### src/rtl/text_pixel_gen.sv
// VT52 text-mode pixel generator: 80x24 cell decode, font lookup,
// glyph serialiser and blinking block cursor, fixed 4-clock latency.
module text_pixel_gen #(
  parameter int COLS         = 80,
  parameter int ROWS         = 24,
  parameter int BLINK_FRAMES = 30
) (
  input  logic        clk,
  input  logic        reset,
  input  logic [9:0]  x_in,
  input  logic [9:0]  y_in,
  input  logic        de_in,
  input  logic        hs_in,
  input  logic        vs_in,
  output logic [11:0] text_addr,
  input  logic [7:0]  text_data,
  output logic [11:0] font_addr,
  input  logic [7:0]  font_data,
  input  logic [6:0]  cursor_x,
  input  logic [4:0]  cursor_y,
  input  logic        cursor_en,
  output logic        pixel,
  output logic        de_out,
  output logic        hs_out,
  output logic        vs_out
);

  localparam int FW =
    (BLINK_FRAMES > 1) ? $clog2(BLINK_FRAMES) : 1;
  localparam logic [FW-1:0] FLAST = FW'(BLINK_FRAMES - 1);
  localparam logic [11:0] COLS_W = 12'(COLS);

  typedef struct packed {
    logic [3:0] grow;
    logic [2:0] xbit;
    logic       inr;
    logic       hit;
    logic       de;
    logic       hs;
    logic       vs;
  } side_t;

  logic [6:0]    col;
  logic [5:0]    row;
  logic          in_range;
  logic          cursor_hit;
  logic [11:0]   addr_d;
  side_t         s0_d;
  side_t         s0;
  side_t         s1;
  side_t         s2;
  logic          blink_on;
  logic          vs_prev;
  logic          vs_rise;
  logic [FW-1:0] frame_cnt;

  always_comb begin
    col        = x_in[9:3];
    row        = y_in[9:4];
    in_range   = de_in
               & (32'(col) < COLS)
               & (32'(row) < ROWS);
    cursor_hit = cursor_en & blink_on
               & (col == cursor_x)
               & (row == {1'b0, cursor_y});
    addr_d     = '0;
    if (in_range)
      addr_d = 12'(row) * COLS_W + 12'(col);
    s0_d.grow  = y_in[3:0];
    s0_d.xbit  = x_in[2:0];
    s0_d.inr   = in_range;
    s0_d.hit   = cursor_hit;
    s0_d.de    = de_in;
    s0_d.hs    = hs_in;
    s0_d.vs    = vs_in;
  end

  assign vs_rise = vs_in & ~vs_prev;

  // One blink half-period every BLINK_FRAMES vsync rising edges
  always_ff @(posedge clk or posedge reset) begin
    if (reset) begin
      vs_prev   <= 1'b0;
      frame_cnt <= '0;
      blink_on  <= 1'b1;
    end else begin
      vs_prev <= vs_in;
      if (vs_rise) begin
        if (frame_cnt == FLAST) begin
          frame_cnt <= '0;
          blink_on  <= ~blink_on;
        end else begin
          frame_cnt <= frame_cnt + FW'(1);
        end
      end
    end
  end

  always_ff @(posedge clk or posedge reset) begin
    if (reset) begin
      text_addr <= '0;
      s0        <= '0;
      s1        <= '0;
      s2        <= '0;
      pixel     <= 1'b0;
      de_out    <= 1'b0;
      hs_out    <= 1'b0;
      vs_out    <= 1'b0;
    end else begin
      text_addr <= addr_d;
      s0        <= s0_d;
      s1        <= s0;
      s2        <= s1;
      pixel     <= s2.inr
                 & (font_data[3'd7 - s2.xbit] ^ s2.hit);
      de_out    <= s2.de;
      hs_out    <= s2.hs;
      vs_out    <= s2.vs;
    end
  end

  // text_data lines up with stage 1, so the ROM address is formed there
  assign font_addr = {text_data, s1.grow};

endmodule

### config.mk
export PLATFORM = sky130hd
export DESIGN_NAME = text_pixel_gen
export DESIGN_NICKNAME = d
export VERILOG_FILES = /design/src/rtl/text_pixel_gen.sv
export SDC_FILE = /design/constraint.sdc
export NUM_CORES = 1
export LEC_CHECK = 0
export BUFFER_PORTS_ARGS = -buffer_cell sky130_fd_sc_hd__buf_2
export CORE_MARGIN = 2
export CORE_UTILIZATION = 53
export CTS_CLUSTER_DIAMETER = 40
export DETAILED_ROUTE_END_ITERATION = 12
export PLACE_DENSITY = 0.93
export SYNTH_ARGS = -nofsm -noshare
export SYNTH_HDL_FRONTEND = slang
export SYNTH_SLANG_ARGS = --single-unit
### constraint.sdc
create_clock -name clk -period 3.69 [get_ports clk]
set_clock_uncertainty 0.1 [all_clocks]
set_input_delay 0.1845 -clock clk [delete_from_list [all_inputs] [get_ports clk]]
set_output_delay 0.1845 -clock clk [all_outputs]
set_load 0.02 [all_outputs]
==> flow_summary_export.csv <==
group,metric,value,unit
status,outcome,"finished clean",
synthesis,synthArstFlopShare,100,%
floorplan,rows,23,
timing,setup_viol_count_final,0,
power,p_sw_share,25.2,%
placement,hpwl,2.93,mm
floorplan,fp.dieH,69.4,µm
timing,period_share,55.4,%
clocking,clk_latency,0.29,ns
detailed_routing,route.vias.total,1471,
critical_path,crit_chain,"buf_2 -> ha_1 -> ha_1 -> inv_1 -> fa_1 -> xnor2_1 -> nand3b_1 -> nor4_2 -> xnor2_1 -> nor2_1",
global_routing,grt.total_usage,17.3,%
power,intPower,940,µW
critical_path,critical_path_depth,10,
detailed_routing,drc_errors,0,
min_path,worstHoldPathType,"primary input to flip-flop",
power,seqPwrFrac,53.6,%
critical_path,cp.required,3.76,ns
floorplan,ios,82,
critical_path,timing.rr.start,"s2[5]",
final_layout,finalInstanceArea,0.00277,mm²
clocking,clockRootBuffer,"clkbuf_8",
detailed_routing,drt_iter0_drc,133,
detailed_routing,wl_per_cell,12.8,µm
detailed_routing,dr.pass1.iters,4,
synthesis,synth-main-ff-cell,"dfrtp_1",
critical_path,rrSetupSlack,2.12,ns
synthesis,synth_area_per_cell,12.9,µm²
global_routing,grt_max_degree,55,
placement,post_dp_cell_area,0.00256,mm²
critical_path,crit_type,"primary input to flip-flop",
critical_path,cp-startpoint,"y_in[7]",
global_routing,grt_pass1_wl,6.56,mm
final_layout,drive_above_1_share,30.9,%
timing,hold_viol_final,0,
critical_path,cp-start-kind,"primary input",
critical_path,cp_max_fo,4,
detailed_routing,drtAntennaViolNets,0,
power,power.density,453,mW/mm²
power,clkPwrFrac,29.8,%
floorplan,die_w,69.4,µm
global_routing,overflow,0,
clocking,clkTransAtPathRegs,0.09,ns
timing,worst_pin_slew,1.05,ns
synthesis,yosysSeqAreaShare,59.7,%
synthesis,synth_enable_flop_cells,0,
timing,drv_slew,0,
global_routing,antenna_found_initial,0,
critical_path,end_kind,"flip-flop",
critical_path,critical_path_buf_inv_count,2,
placement,port_buffers,65,
min_path,hold_depth,2,
critical_path,crit_end,"text_addr[11]",
detailed_routing,via_per_inst,4.97,
floorplan,die-area,0.00481,mm²
timing,rsz0062_at_grt,"no",
final_layout,final_net_count,314,
placement,place_congestion,0.833,
floorplan,start_util,55.8,%
synthesis,synth_fp_nets,244,
timing,setup_tns,0,ns
timing,relSlewSlack,29.9,%
clocking,cts-htree-levels,2,
power,comb_power_share,16.6,%
synthesis,ys_warn_count,0,
synthesis,netlist_area,0.00226,mm²
floorplan,core,0.00406,mm²
timing,min_period,2.04,ns
critical_path,slowest_stage,"fa_1",
flow_run,max-cap-violations,0,
critical_path,arrival,2.11,ns
final_layout,syn2layout_area_growth,22.4,%
critical_path,r2r_end,"pixel",
synthesis,synthDistinctLibCells,31,
power,ir_worst_vdd,0.173,mV
clocking,clk_path_buf_depth,2,
clocking,numCtsBuffers,5,
critical_path,reg2reg_depth,4,
power,power.switching,317,µW
critical_path,path_delay_family,"adder cells",
global_routing,grt_pass1_vias,1480,
timing,fmax,489,MHz
final_layout,n_antenna_cell,0,
critical_path,max_stage_delay,0.40,ns
detailed_routing,wirelength,3.78,mm
synthesis,ys_ff_latch,54,
power,p_leak,1.40,nW
timing,whs,0.0199,ns
synthesis,synthCells,175,
clocking,clock_sinks,54,
clocking,tritoncts,"done",
## cell type report
| class | count | area (µm²) |
|---|---|---|
| clock inverters | 3 | 40.0 |
| repair buffers | 75 | 425 |
| multi-input cells | 99 | 785 |
| inverters | 10 | 37.5 |
| well taps | 50 | 62.6 |
| fillers | 275 | 1290 |
| flip-flops and latches | 54 | 1350 |
| clock buffers | 5 | 68.8 |
## stage by stage
step / total power [mW] / cells / setup slack, ns / util (%)
after floorplan: 0.829 / 175 / 1.68 / -
after global placement: 0.874 / 278 / 1.48 / 63.2
after detailed placement: 0.887 / 278 / 1.32 / 63.2
after CTS: 1.27 / 296 / 1.64 / 68.3
after global routing: 1.33 / 296 / 1.49 / 68.3
final: 1.26 / 296 / 1.65 / 68.3
## flip-flops by register name, summed over array words and instances, names as in the netlist
signal,cells
s0,12
text_addr,12
s1,8
s2,8
frame_cnt,5
font_addr,4
blink_on,1
de_out,1
hs_out,1
pixel,1
vs_out,1
## routing by layer
metal / vias up / global-route usage, % / wire length, µm
met1: 686 / 20.8 / 1580
met2: 65 / 28.5 / 1820
met3: 13 / 4.94 / 271
li1: 707 / - / -
met4: 0 / 8.71 / 109
met5: - / 0 / 0
## cell usage after synthesis (all sizes together), types with 4 or more instances
library cell | instances | area (µm²)
nand2 | 4 | 15.0
o21ai | 8 | 40.0
inv | 10 | 37.5
nor2b | 4 | 25.0
and2 | 6 | 37.5
nor2 | 11 | 41.3
ha | 13 | 163
a21oi | 4 | 20.0
xnor2 | 15 | 131
dfrtp | 53 | 1330
xor2 | 6 | 52.6
buf | 12 | 90.1
## placed cells by master (no fill, tap or decap)
| cell | instances |
|---|---|
| buf_2 | 65 |
| dfrtp_1 | 53 |
| xnor2_1 | 15 |
| ha_1 | 13 |
| nor2_1 | 11 |
| dlygate4sd3_1 | 10 |
| inv_1 | 9 |
| o21ai_0 | 8 |
| xor2_1 | 6 |
| and2_1 | 6 |
| clkbuf_8 | 5 |
| nand2_1 | 4 |
| a21oi_1 | 4 |
| nor2b_1 | 4 |
| nand3_1 | 3 |
| nand4_1 | 3 |
| a21o_1 | 2 |
| nor3_1 | 2 |
| mux4_1 | 2 |
| nor4_1 | 2 |
| nand2b_1 | 2 |
| fa_1 | 2 |
| clkinv_2 | 2 |
| nand4b_1 | 1 |
| and3_1 | 1 |
| nand3b_1 | 1 |
| nor3b_1 | 1 |
| mux2i_1 | 1 |
| nor4_2 | 1 |
| inv_2 | 1 |
| and4_1 | 1 |
| or3_1 | 1 |
| o211ai_1 | 1 |
| o31ai_1 | 1 |
| dfstp_2 | 1 |
| bufinv_16 | 1 |
## power by group through the flow
stage	sequential, mW	clock, mW	combinational [mW]
global placement	0.681	0	0.193
finish	0.673	0.375	0.209
detailed placement	0.684	0	0.203
CTS	0.673	0.385	0.212
floorplan	0.687	0	0.142
global route	0.681	0.413	0.240
## cell families after synthesis
| family | share of synthesized area (%) |
|---|---|
| DFF | 59.7 |
| AOI/OAI and AO/OA | 3.98 |
| muxes | 2.76 |
| and+or+nand+nor | 10.8 |
| adders and majority gates | 8.95 |
| xor gates and xnor gates | 8.12 |
| buffers and inverters | 5.64 |
## how the worst min path moves through the flow
| stage | startpoint | to | slack [ns] |
|---|---|---|---|
| floorplan | vs_in | s0[0] | 0.12 |
| global placement | y_in[2] | s0[10] | 0.19 |
| detailed placement | hs_in | s0[1] | 0.19 |
| CTS | y_in[9] | s0[3] | 0.007 |
| global route | y_in[9] | s0[3] | 0.01 |
| finish | x_in[3] | text_addr[0] | 0.02 |
## repair_timing
| action | 4_1_cts | 5_1_grt |
|---|---|---|
| buffers inserted | 0 | 0 |
| hold buffers | 10 | 0 |
| resized for setup | 0 | 0 |
| endpoints found under the hold margin | 10 | 0 |
Power figures use the tool's default switching activity.
